### config.mk
export PLATFORM = sky130hd
export DESIGN_NAME = credit_fifo_tx
export DESIGN_NICKNAME = d
export VERILOG_FILES = /design/src/rtl/credit_fifo_tx.sv
export SDC_FILE = /design/constraint.sdc
export NUM_CORES = 1
export LEC_CHECK = 0
export ABC_AREA = 1
export BUFFER_PORTS_ARGS = -buffer_cell sky130_fd_sc_hd__buf_4
export CORE_MARGIN = 2
export CORE_UTILIZATION = 35
export DETAILED_ROUTE_END_ITERATION = 7
export HOLD_SLACK_MARGIN = 0.06
export SLEW_MARGIN = 20
export SYNTH_ARGS = -nofsm -noshare
export SYNTH_HDL_FRONTEND = slang
export SYNTH_SLANG_ARGS = --single-unit
### constraint.sdc
create_clock -name clk -period 5.5 [get_ports clk]
set_input_delay 1.1 -clock clk [delete_from_list [all_inputs] [get_ports clk]]
set_output_delay 1.1 -clock clk [all_outputs]
set_load 0.02 [all_outputs]
### src/rtl/credit_fifo_tx.sv
// Credit-based transmitter for a downstream FIFO write port that has no ready.
// Optional stall statistic counter enabled by defining CREDIT_FIFO_TX_STATS_EN.
module credit_fifo_tx #(
   parameter int WIDTH   = 32,
   parameter int CREDITS = 128,
   localparam int CW     = $clog2(CREDITS + 1)
) (
   input  logic             clk,
   input  logic             rst,
   input  logic [WIDTH-1:0] IN_data,
   input  logic             IN_valid,
   output logic             OUT_ready,
   output logic [WIDTH-1:0] OUT_data,
   output logic             OUT_valid,
   input  logic             IN_creditRet,
   input  logic             IN_drain,
   output logic             OUT_drained,
   output logic [CW-1:0]    OUT_credits,
   output logic             OUT_err,
   output logic [31:0]      OUT_stallCycles
);

   // HOLD is the quiet tail of DONE: drained, but no longer pulsing OUT_drained
   typedef enum logic [1:0] {RUN, DRAIN, DONE, HOLD} state_t;

   state_t        state, state_next;
   logic [CW-1:0] credits;
   logic [CW:0]   credit_sum;
   logic          accept;
   logic          overflow;

   assign OUT_ready   = (state == RUN) && (credits != '0);
   assign accept      = IN_valid && OUT_ready;
   assign OUT_credits = credits;

   // The sum can only exceed CREDITS on a return with the counter already full
   assign credit_sum = {1'b0, credits} - {{CW{1'b0}}, accept} + {{CW{1'b0}}, IN_creditRet};
   assign overflow   = credit_sum > (CW + 1)'(CREDITS);

   always_ff @(posedge clk or posedge rst) begin
      if (rst) begin
         credits   <= CW'(CREDITS);
         OUT_err   <= 1'b0;
         OUT_valid <= 1'b0;
         OUT_data  <= '0;
         state     <= RUN;
      end else begin
         if (!overflow)
            credits <= credit_sum[CW-1:0];
         OUT_err   <= OUT_err | overflow;
         OUT_valid <= accept;
         if (accept)
            OUT_data <= IN_data;
         state <= state_next;
      end
   end

   always_comb begin
      state_next  = state;
      OUT_drained = 1'b0;
      unique case (state)
         RUN:   if (IN_drain) state_next = DRAIN;
         DRAIN: begin
            if (!IN_drain)
               state_next = RUN;
            else if (credits == CW'(CREDITS) && !OUT_valid)
               state_next = DONE;
         end
         DONE: begin
            OUT_drained = 1'b1;
            state_next  = IN_drain ? HOLD : RUN;
         end
         HOLD:  if (!IN_drain) state_next = RUN;
         default: state_next = RUN;
      endcase
   end

`ifdef CREDIT_FIFO_TX_STATS_EN
   logic [31:0] stall_cnt;

   always_ff @(posedge clk or posedge rst) begin
      if (rst)
         stall_cnt <= '0;
      else if (IN_valid && !OUT_ready && state == RUN && stall_cnt != '1)
         stall_cnt <= stall_cnt + 32'd1;
   end

   assign OUT_stallCycles = stall_cnt;
`else
   assign OUT_stallCycles = '0;
`endif

endmodule

* Word level (Yosys, flattened, before mapping)
Index checks and enable logic that the tools add are counted.
** Storage, ports and cells
- Logic and storage cells :: 30
- Flip-flop bits (word level) :: 44
- Output and inout bits :: 76
** Operators by class
- Equal/unequal tests :: 7
- Reduce and logical (&&, ||, !) cells :: 7
- Magnitude comparators :: 1
- Add/sub/neg operators :: 2
- Multiplexer cells :: 7
- Bitwise gates (word level) :: 1
** Operators with widths (count)
- 2-bit 2-to-1 mux :: 5
- 9-bit by 1-bit adder with 9-bit output :: 1
- 9-bit by 8-bit > comparator with 1-bit output (second input constant) :: 1
- 8-bit by 1-bit subtractor with 9-bit output :: 1
- 8-bit == test (second input constant) :: 1
- 2-bit case mux with 4 select lines :: 1
- 8-bit nonzero test :: 1
- 2-bit == test (second input constant) :: 2
- 2-bit != test (second input constant) :: 2
- 1-bit logical AND :: 3
- 3-bit != test (second input constant) :: 1
- 3-bit AND reduction :: 1
- 2-bit by 1-bit == test with 1-bit output (second input constant) :: 1
- 2-bit zero test :: 1
- 1-bit zero test :: 1
- 1-bit 2-to-1 mux :: 1
- 1-bit bitwise OR :: 1

* Depth between registers and ports, before layout
Gate-level depths: netlist of run 1.
- Depth after elaboration :: 7
- Mapped depth :: 25

* Worst setup path before layout of run 1
Ideal clock, no wire load.
- Path kind :: input to register
- Start :: input IN_valid
- End :: register credits[1], in the netlist OUT_credits[1]
- Path slack :: 2122 ps
- Arrival time :: 3261 ps
- Required time :: 5383 ps
- Setup time :: 117 ps
- Stages on the path :: 16
- Path through :: nand2_2 > inv_2 > buf_2 > ha_1 > inv_1 > ha_1 > fa_1 > or2_2 > nor2_2 > nand3_2 > nor2_2 > nand3_2 > nand2_4 > nand2_4 > nand2_1 > nand2_1
** On the way
- Cells in the longest elaborated chain, start to end :: 4
** RTL lines
- from (decl) :: RTL line 11 : input logic IN_valid,
- 1-bit logical AND (*) :: RTL line 33 : assign accept = IN_valid && OUT_ready;
- via accept :: RTL line 29 : logic accept;
- 8-bit by 1-bit subtractor with 9-bit output (*) :: RTL line 37 : assign credit_sum = {1'b0, credits} - {{CW{1'b0}}, accept} + {{CW{1'b0}}, IN_creditRet};
- 9-bit by 1-bit adder with 9-bit output (*) :: RTL line 37
- via credit_sum[1] :: RTL line 28 : logic [CW:0] credit_sum;
- 9-bit by 8-bit > comparator with 1-bit output :: RTL line 38 : assign overflow = credit_sum > (CW + 1)'(CREDITS);
- to (signal assigned) :: RTL line 42 : credits <= CW'(CREDITS);
- to (signal assigned) :: RTL line 49 : credits <= credit_sum[CW-1:0];
- to (decl) :: RTL line 27 : logic [CW-1:0] credits;
Mark *: on every way through the listed nets, which the timed path passes. The rest lies on a longest branch.
A chain may end at the register's enable or synchronous reset.

* Worst setup path after layout of run 1
- Start :: register credits[2], in the netlist OUT_credits[2]
- End :: register credits[0], in the netlist OUT_credits[0]
** On the way
- Cells in the longest elaborated chain, start to end :: 6
** RTL lines
- 8-bit nonzero test :: RTL line 32 : assign OUT_ready = (state == RUN) && (credits != '0);
- 1-bit logical AND :: RTL line 32
- 1-bit logical AND :: RTL line 33
- 8-bit by 1-bit subtractor with 9-bit output :: RTL line 37
- 9-bit by 1-bit adder with 9-bit output :: RTL line 37
- via credit_sum[1] :: RTL line 28
- 9-bit by 8-bit > comparator with 1-bit output :: RTL line 38
The timed path passes the listed nets, and every way through them passes these cells.

==> results of run 1 <==
[sequential cells by signal (all words and copies together), names as in the netlist]
signal / flops
OUT_err: 1
state: 2
OUT_data: 32
OUT_valid: 1
OUT_credits: 8
[power by group through the flow]
stage                     logic (mW)  registers, mW  clock network, mW
final                           1.18          0.509              0.208
after global routing            1.33          0.524              0.230
after CTS                       1.19          0.511              0.216
after detailed placement        1.18          0.514                  0
after global placement          1.16          0.516                  0
after floorplan                0.754          0.617                  0
[area by class of cell]
class / instances / share of cell area
clock buffers: 6 / 0.0258
repair buffers: 80 / 0.188
well taps: 99 / 0.0387
inverters: 28 / 0.0329
multi-input cells: 244 / 0.367
flip-flops and latches: 44 / 0.345
clock inverters: 2 / 0.00313
[cell usage in the layout (no fill, tap or decap)]
cell type    n
clkinv_2     2
nand2_1    139
clkinv_1     1
a21boi_0     1
o21a_1       1
fa_1         1
inv_1       21
a21oi_1      3
nand2_2      6
nor2_2       3
a21o_1       1
nand3_2      3
clkbuf_8     6
ha_1        13
buf_4       80
a21oi_2      1
conb_1      32
nand4_1      4
nand3_1     17
nand2_4      3
nand3b_1     2
or2_2        1
dfrtp_1     43
nor2_1      11
nor3_1       2
inv_2        6
dfstp_2      1
[worst min-delay path by stage]
stage	start	endpoint	slack [ns]	cells past startpoint
floorplan	OUT_credits[7]	OUT_credits[7]	0.51	2
global placement	OUT_data[24]	OUT_data[24]	0.47	2
detailed placement	OUT_data[9]	OUT_data[9]	0.47	2
CTS	OUT_data[23]	OUT_data[23]	0.49	2
global route	OUT_data[31]	OUT_data[31]	0.50	2
finish	OUT_data[12]	OUT_data[12]	0.48	2
[worst max-delay path, stage by stage, from the launching register on]
cell	delay [ns]
dfrtp_1	0.44
inv_1	0.11
ha_1	0.16
nand2_1	0.05
nor2_1	0.18
nand3_1	0.11
nand2_1	0.09
inv_2	0.04
nand2_2	0.45
inv_2	0.42
ha_1	0.40
inv_1	0.04
ha_1	0.21
fa_1	0.45
or2_2	0.30
nor2_2	0.12
nand3_2	0.08
nor2_2	0.10
nand3_2	0.09
nand2_4	0.11
nand2_4	0.08
nand2_1	0.07
nand2_1	0.05
[kinds of logic after synthesis]
| logic type | synth area share |
|---|---|
| buffers and inverters | 0.148 |
| adders and majority gates | 0.0721 |
| AOI/OAI and AO/OA | 0.0183 |
| and+or+nand+nor | 0.325 |
| DFF | 0.435 |
| other | 0.00148 |
[per-layer routing]
layer / wire length [um] / vias up / track usage
met5: 0 / - / 0
met4: 74 / 0 / 0.0312
met3: 374 / 10 / 0.0416
met2: 2560 / 73 / 0.222
met1: 2580 / 936 / 0.207
li1: - / 1086 / -
[stage by stage]
step,total power [mW],hold WS (ns),instances,instance area (um2),setup WS (ns)
detailed placement,1.70,0.466,495,3110,1.11
global placement,1.68,0.465,495,3110,1.22
CTS,1.91,0.488,503,3200,1.15
finish,1.89,0.484,503,3200,1.22
floorplan,1.37,0.514,354,2650,2.12
global route,2.08,0.501,503,3200,0.801
==> flow_summary.toml, run 1 <==
[yosys]
synth_cell_types = 26
synth_warnings = 0
synth_seq_cells = 44
syn_avg_cell_area_um2 = 7.85
synthTopCellsByCount = "nand2_1 (139), dfrtp_1 (43), buf_4 (32), inv_1 (22), nand3_1 (17)"
async_reset_ff_frac = 1.00
netlist_area_um2 = 2530
ys_seq_area_frac = 0.435
synth_area_leaders = "dfrtp_1 (42%), nand2_1 (21%), buf_4 (9.5%)"
yosysMostFrequentCell = "nand2_1"
synth_top_area_share = 0.424
synth_top_area_cell = "dfrtp_1"
synth_edf_count = 0
postSynthCellCount = 323
synth_ff_type = "dfrtp_1"

[setup_path]
critical_path_class = "flip-flop to flip-flop"
start_kind = "flip-flop"
cp.arrival_ns = 4.47
endpoint = "OUT_credits[0]"
rr_worst_depth = 22
cp-end-kind = "flip-flop"
rrSetupSlack_ns = 1.22
path_max_fanout = 34
worstSetupStartpoint = "OUT_credits[2]"
critPathRequiredTime_ns = 5.69
r2r-start = "OUT_credits[2]"
r2r-end = "OUT_credits[0]"

[clocking]
insertion_delay_ns = 0.30
post-cts-setup-buffer-count = 0
cts_tree = "built"
h-tree-depth = 2
cts_hold_buf = 0
cts.path.max_buffers = 2
post_cts_resized = 0
cts_root_buf = "clkbuf_8"
path_clk_slew_ns = 0.08
cts_sinks = 44
cts-buffers-inserted = 5

[placement]
gp_congestion = 0.810
portBuffers = 80
hpwl_um = 4250

[grt]
grt-ovfl-total = 0
grt_pass1_wl_um = 9090
antenna_found_initial = 0
grt_start_max_net_pins = 45
grt_usage = 0.145
grt_pass1_vias = 1957

[timing]
hold_violations = 0
min_period_ns = 4.28
max_freq_ghz = 0.233
clock_skew_ns = 0.00393
tns_ns = 0
relSlewSlack = 0.397
drv_slew = 0
setup_viol = 0
worstMarginPinSlew_ns = 0.904
finalCritPeriodShare = 0.779
rsz0062_at_grt = "no"

[layout]
final_util = 0.448
nets = 454
regArea_um2 = 1100
fillers = 779
diodes = 0
drive_gt1_frac = 0.277
synthToLayoutAreaGrowth_pct = 26.2
multi_input_area_um2 = 1170

[power_and_ir_drop]
combPwrFrac = 0.621
pwr-share-clk = 0.110
pwr_density_cell_nw_per_um2 = 592
switching_share = 0.493
p_leak_nw = 1.84
ir_drop_mv = 0.163
switching_power_mw = 0.933
intPower_mw = 0.959
pwr-share-seq = 0.269

[drt]
routed_wl_um = 5590
initialDrtViolationCount = 87
drc = 0
vias = 2105
wl_per_cell_um = 11.1
antenna_left = 0
drt_first_pass_iters = 4
vias_per_cell = 4.18

[flow_run]
maxCapViolations = 0

[min_path]
hp-class = "flip-flop to flip-flop"

[floorplan]
start_util = 0.355
die_area_um2 = 7940
fp.dieH_um = 89.1
core_area_um2 = 7140
die_w_um = 89.1
fp-row-count = 31
io_pins = 113

[status]
status = "finished, final reports clean"
No activity file was read; power rests on OpenSTA's default activity.
==> run 2, diff against run 1 <==
--- a/config.mk
+++ b/config.mk
@@ -5,12 +5,13 @@
 export SDC_FILE = /design/constraint.sdc
 export NUM_CORES = 1
 export LEC_CHECK = 0
-export ABC_AREA = 1
+export ABC_AREA = 0
 export BUFFER_PORTS_ARGS = -buffer_cell sky130_fd_sc_hd__buf_4
 export CORE_MARGIN = 2
 export CORE_UTILIZATION = 35
 export DETAILED_ROUTE_END_ITERATION = 7
 export HOLD_SLACK_MARGIN = 0.06
+export PLACE_DENSITY = 0.65
 export SLEW_MARGIN = 20
 export SYNTH_ARGS = -nofsm -noshare
 export SYNTH_HDL_FRONTEND = slang
==> constraint.sdc (replaced) <==
create_clock -name clk -period 3.89 [get_ports clk]
set_input_delay 0.778 -clock clk [delete_from_list [all_inputs] [get_ports clk]]
set_output_delay 0.778 -clock clk [all_outputs]
set_load 0.02 [all_outputs]
==> run 2 against run 1 <==
Effect of this change: clock power grew 34%; cell area down 1.1%; clock skew up 0.0028 ns; non-clock buffer count rose by 2; cell count decreased by 24%; core utilization increased by 1.7 points; maximum frequency grew 17%; sequential share of layout area up 0.50 points; critical path depth fell by 6.
==> flow_summary.toml, run 2 <==
[setup_path]
crit_path_max_incr_delay_ns = 0.43
critical_path_class = "flip-flop to flip-flop"
endpoint = "OUT_credits[0]"
critPathRequiredTime_ns = 4.07
rr_worst_depth = 16
r2r-start = "OUT_credits[3]"
cp-end-kind = "flip-flop"
r2r-end = "OUT_credits[0]"
path_cells = "inv_1 -> ha_1 -> and4_1 -> a211oi_4 -> nand2_2 -> inv_1 -> ha_1 -> inv_1 -> ha_1 -> fa_2 -> a211o_1 -> and3_1 -> o311ai_2 -> nor4_2 -> o21ai_4 -> mux2_4"
path_max_fanout = 9
cp_slowest_cell = "dfrtp_2"
rrSetupSlack_ns = 0.22
cp.arrival_ns = 3.85
worstSetupStartpoint = "OUT_credits[3]"
start_kind = "flip-flop"

[floorplan]
fp.dieH_um = 87.6
die_w_um = 87.6
core_area_um2 = 6790
fp-row-count = 30
die_area_um2 = 7670
io_pins = 113
start_util = 0.360

[layout]
nets = 336
final_common_cell = "buf_4"
largest_reg_flops = 32
largest_register = "OUT_data"
diodes = 0
final_cell_mix = "buf_4 (82), dfrtp_1 (40), mux2_2 (32), conb_1 (32), inv_1 (14)"
final_cells = 382
drive_gt1_frac = 0.503
synthToLayoutAreaGrowth_pct = 29.3
final_util = 0.466

[flow_run]
maxCapViolations = 0

[yosys]
postSynthCellCount = 200
netlist_area_um2 = 2450
syn_avg_cell_area_um2 = 12.2
synth_cell_types = 45
yosysMostFrequentCell = "dfrtp_1"
synth_warnings = 0
synth_top_area_cell = "dfrtp_1"
synth_edf_count = 0
ys_seq_area_frac = 0.451
synth_seq_cells = 44
synth_top_area_share = 0.440
synth_ff_type = "dfrtp_1"
async_reset_ff_frac = 1.00
synth_area_leaders = "dfrtp_1 (44%), mux2_2 (15%), buf_4 (9.8%)"
synthTopCellsByCount = "dfrtp_1 (43), buf_4 (32), mux2_2 (32), inv_1 (16), ha_1 (13)"

[grt]
antenna_found_initial = 0
grt_usage = 0.117
grt_pass1_vias = 1435
grt-ovfl-total = 0
grt_pass1_wl_um = 6840
grt_start_max_net_pins = 45

[drt]
vias = 1634
wl_per_cell_um = 12.2
drc = 0
drt_first_pass_iters = 4
initialDrtViolationCount = 65
routed_wl_um = 4670
vias_per_cell = 4.28
antenna_left = 0

[clocking]
cts_hold_buf = 0
cts_sinks = 44
h-tree-depth = 2
insertion_delay_ns = 0.29
post_cts_resized = 0
cts_tree = "built"
cts.path.max_buffers = 2
path_clk_slew_ns = 0.08
cts-buffers-inserted = 5
post-cts-setup-buffer-count = 0
cts_root_buf = "clkbuf_8"

[placement]
gp_congestion = 0.782
hpwl_um = 3700
dp.cells = 374
pre_cts_ws_ns = 0.184
portBuffers = 80

[power_and_ir_drop]
switching_share = 0.420
pwr_density_cell_nw_per_um2 = 824
combPwrFrac = 0.638
switching_power_mw = 1.09
p_leak_nw = 1.55
pwr-share-seq = 0.255
ir_drop_mv = 0.275
intPower_mw = 1.51
pwr-share-clk = 0.107
power.total_mw = 2.61

[timing]
setup_viol = 0
tns_ns = 0
relSlewSlack = 0.399
clock_skew_ns = 0.00669
drv_slew = 0
min_period_ns = 3.67
fin_ws_ns = 0.220
finalCritPeriodShare = 0.943
worstMarginPinSlew_ns = 0.901
max_freq_ghz = 0.272
rsz0062_at_grt = "no"
hold_violations = 0

[status]
status = "finished, final reports clean"

[min_path]
hp-class = "flip-flop to flip-flop"
==> run 2: changes by cell type after synthesis, moves of 4 or more <==
cell and change:
nand2_2 -6, nand2b_1 +4, inv_1 -6, mux2_2 +32
inv_2 -5, nand3_1 -15, nand2_1 -138, nor2_1 -6
buf_2 -6, mux2_4 +5
==> run 2: how the worst min path moves through the flow <==
stage / start / cells after the start / end / slack, ns
floorplan: state[1] / 1 / state[0] / 0.55
global placement: OUT_err / 1 / OUT_err / 0.46
detailed placement: OUT_err / 1 / OUT_err / 0.47
CTS: OUT_err / 1 / OUT_err / 0.49
global route: OUT_err / 1 / OUT_err / 0.50
finish: OUT_err / 1 / OUT_err / 0.48
==> run 2: logic make-up (layout without fill, tap and decap cells) <==
| group | Yosys count | after routing | share of synthesized area |
|---|---|---|---|
| DFF | 44 | 44 | 0.451 |
| xor gates and xnor gates | 3 | 3 | 0.0138 |
| other | 1 | 32 | 0.00153 |
| and+or+nand+nor | 28 | 28 | 0.0757 |
| AOI/OAI and AO/OA | 21 | 21 | 0.0742 |
| adders and majority gates | 14 | 14 | 0.0747 |
| muxes | 38 | 38 | 0.182 |
| buffers and inverters | 51 | 106 | 0.127 |
==> run 2: layout make-up <==
cell class | instances | area (um2)
tap | 96 | 120
multi-input combinational | 136 | 1170
clock buffer | 5 | 68.8
sequential | 44 | 1110
timing repair buffer | 82 | 616
fill | 616 | 3630
clock inverter | 3 | 18.8
inverter | 16 | 60.1
==> run 2: layer usage <==
metal | wire [um] | track usage
met1 | 2090 | 0.152
met2 | 2090 | 0.176
met3 | 404 | 0.0311
met4 | 91 | 0.0657
met5 | 0 | 0
==> run 2: power groups by stage <==
stage,clock (mW),combinational (mW),sequential (mW)
floorplan,0,1.14,0.812
global placement,0,1.66,0.674
detailed placement,0,1.67,0.677
CTS,0.291,1.67,0.668
global route,0.310,1.81,0.683
finish,0.279,1.66,0.666
==> run 2: worst max-delay path, delay by kind of cell (launching register included) <==
kind,cells,cell delay (ns)
DFF,1,0.43
buffers and inverters,3,0.18
AOI/OAI and AO/OA,4,1.00
adders and majority gates,4,0.98
and+or+nand+nor,4,0.62
muxes,1,0.33
==> run 2: metrics by stage <==
| stage | cell area, um2 | hold slack, ns |
|---|---|---|
| 6_report | 3160 | 0.480 |
| 2_1_floorplan | 2600 | 0.547 |
| 3_5_place_dp | 3080 | 0.467 |
| 5_1_grt | 3160 | 0.502 |
| 3_3_place_gp | 3080 | 0.464 |
| 4_1_cts | 3160 | 0.490 |
==> run 3, diff against run 2 <==
--- a/config.mk
+++ b/config.mk
@@ -8,10 +8,10 @@
 export ABC_AREA = 0
 export BUFFER_PORTS_ARGS = -buffer_cell sky130_fd_sc_hd__buf_4
 export CORE_MARGIN = 2
-export CORE_UTILIZATION = 35
+export CORE_UTILIZATION = 42
 export DETAILED_ROUTE_END_ITERATION = 7
 export HOLD_SLACK_MARGIN = 0.06
-export PLACE_DENSITY = 0.65
+export PLACE_DENSITY = 0.76
 export SLEW_MARGIN = 20
 export SYNTH_ARGS = -nofsm -noshare
 export SYNTH_HDL_FRONTEND = slang
==> run 3 against run 2 <==
Effect of this change: core utilization rose by 10 points; global-route usage up 2.6 points; routed wire length increased by 3.3%; maximum frequency is 0.77% higher; combinational power is 4% higher; sequential share of layout area down 0.14 points; sequential power is 0.9% higher; first-iteration DRC count shrank 51%; die area decreased by 16%; critical path depth unchanged; worst hold slack got worse by 0.011 ns; clock skew down 0.0013 ns; critical path type unchanged.
==> flow_summary.toml, run 3 (same netlist as run 2, synthesis figures left out) <==
[layout]
final_common_cell = "buf_4"
largest_reg_flops = 32
final_cell_mix = "buf_4 (82), dfrtp_1 (40), mux2_2 (32), conb_1 (32), inv_1 (14)"
synthToLayoutAreaGrowth_pct = 29.8
drive_gt1_frac = 0.502
nets = 337
final_cells = 359
final_util = 0.570
diodes = 0
largest_register = "OUT_data"
stdcell_area_um2 = 3180

[floorplan]
fp-row-count = 27
fp.dieH_um = 80.3
core_area_um2 = 5570
io_pins = 113
die_w_um = 80.3
die_area_um2 = 6450
start_util = 0.439

[status]
status = "finished, final reports clean"

[setup_path]
path_buf_inv = 3
path_max_fanout = 5
cp.arrival_ns = 3.82
r2r-end = "OUT_credits[2]"
r2r-start = "OUT_credits[3]"
cp_top_family = "adder cells"
cp-end-kind = "flip-flop"
path_cells = "inv_1 -> ha_1 -> and4_1 -> a211oi_4 -> nand2_2 -> inv_1 -> ha_1 -> inv_1 -> ha_1 -> fa_2 -> a211o_1 -> and3_1 -> o311ai_2 -> nor4_2 -> o21ai_4 -> mux2_4"
rrSetupSlack_ns = 0.25
cp_slowest_cell = "dfrtp_2"
rr_worst_depth = 16
crit_path_max_incr_delay_ns = 0.42
critical_path_class = "flip-flop to flip-flop"
critPathRequiredTime_ns = 4.07
start_kind = "flip-flop"

[flow_run]
maxCapViolations = 0

[drt]
drc = 0
wl_per_cell_um = 13.4
routed_wl_um = 4830
vias = 1679
antenna_left = 0
vias_per_cell = 4.68
initialDrtViolationCount = 32
drt_first_pass_iters = 4

[min_path]
hp-class = "flip-flop to flip-flop"
worst_hold_path.endpoint = "OUT_err"
min-delay-start = "OUT_err"
min_path_cells = 1

[clocking]
h-tree-depth = 2
cts-buffers-inserted = 5
cts.path.max_buffers = 2
post-cts-setup-buffer-count = 0
cts_root_buf = "clkbuf_8"
cts_sinks = 44
cts_hold_buf = 0
post_cts_resized = 0
path_clk_slew_ns = 0.08
insertion_delay_ns = 0.29
cts_tree = "built"

[timing]
setup_viol = 0
drv_slew = 0
rsz0062_at_grt = "no"
tns_ns = 0
clock_skew_ns = 0.00542
min_period_ns = 3.64
max_freq_ghz = 0.275
relSlewSlack = 0.487
finalCritPeriodShare = 0.936
hold_violations = 0
worstMarginPinSlew_ns = 0.764

[grt]
grt_start_max_net_pins = 33
grt-ovfl-total = 0
antenna_found_initial = 0
grt_pass1_vias = 1531
grt_pass1_wl_um = 7130
use_met3 = 0.0337
busiest_layer = "met2"
met2_usage = 0.241
grt_usage = 0.143
met1_usage = 0.175

[power_and_ir_drop]
pwr_density_cell_nw_per_um2 = 867
power.total_mw = 2.75
ir_drop_mv = 0.417
p_leak_nw = 1.56

[placement]
gp_congestion = 0.847
hpwl_um = 3880
dp.cells = 350
place_area_um2 = 3050
portBuffers = 80
[run 3: layer usage]
metal  vias up  share of wire
met5         -              0
li1        799              -
met2        78           0.47
met1       794           0.42
met3         8          0.092
met4         0          0.019
[run 3: final cells by class]
type	count	area [um2]
clock buffer	6	82.6
inverter	16	60.1
tap	72	90.1
timing repair buffer	82	616
clock inverter	2	38.8
sequential	44	1110
multi-input combinational	137	1180
fill	488	2400
[run 3: stage by stage]
stage / hold WS, ns / setup WS, ns
after floorplan: 0.547 / 0.00491
after global placement: 0.462 / 0.287
after detailed placement: 0.454 / 0.174
after CTS: 0.475 / 0.157
after global routing: 0.511 / 0.0518
final: 0.468 / 0.248
[run 3: report_power, final]
part / internal, mW / leakage (nW) / total (mW) / switching (mW)
Combinational: 0.805 / 0.992 / 1.72 / 0.912
Sequential: 0.591 / 0.511 / 0.672 / 0.0810
Clock: 0.210 / 0.0614 / 0.363 / 0.153
[run 3: worst max path at each step]
stage / start / endpoint / slack, ns / cells past startpoint
after floorplan: OUT_credits[7] / OUT_credits[2] / 0.005 / 16
after global placement: OUT_credits[2] / OUT_credits[2] / 0.29 / 16
after detailed placement: OUT_credits[3] / OUT_credits[2] / 0.17 / 16
after CTS: OUT_credits[2] / OUT_credits[4] / 0.16 / 16
after global routing: OUT_credits[2] / OUT_credits[1] / 0.05 / 16
final: OUT_credits[3] / OUT_credits[2] / 0.25 / 16
[run 3: worst reg2reg max path: stages (launching register included)]
cell and delay (ns):
dfrtp_2 0.42, inv_1 0.09, ha_1 0.15, and4_1 0.27, a211oi_4 0.08, nand2_2 0.07
inv_1 0.05, ha_1 0.26, inv_1 0.04, ha_1 0.20, fa_2 0.37, a211o_1 0.30
and3_1 0.20, o311ai_2 0.30, nor4_2 0.11, o21ai_4 0.28, mux2_4 0.33
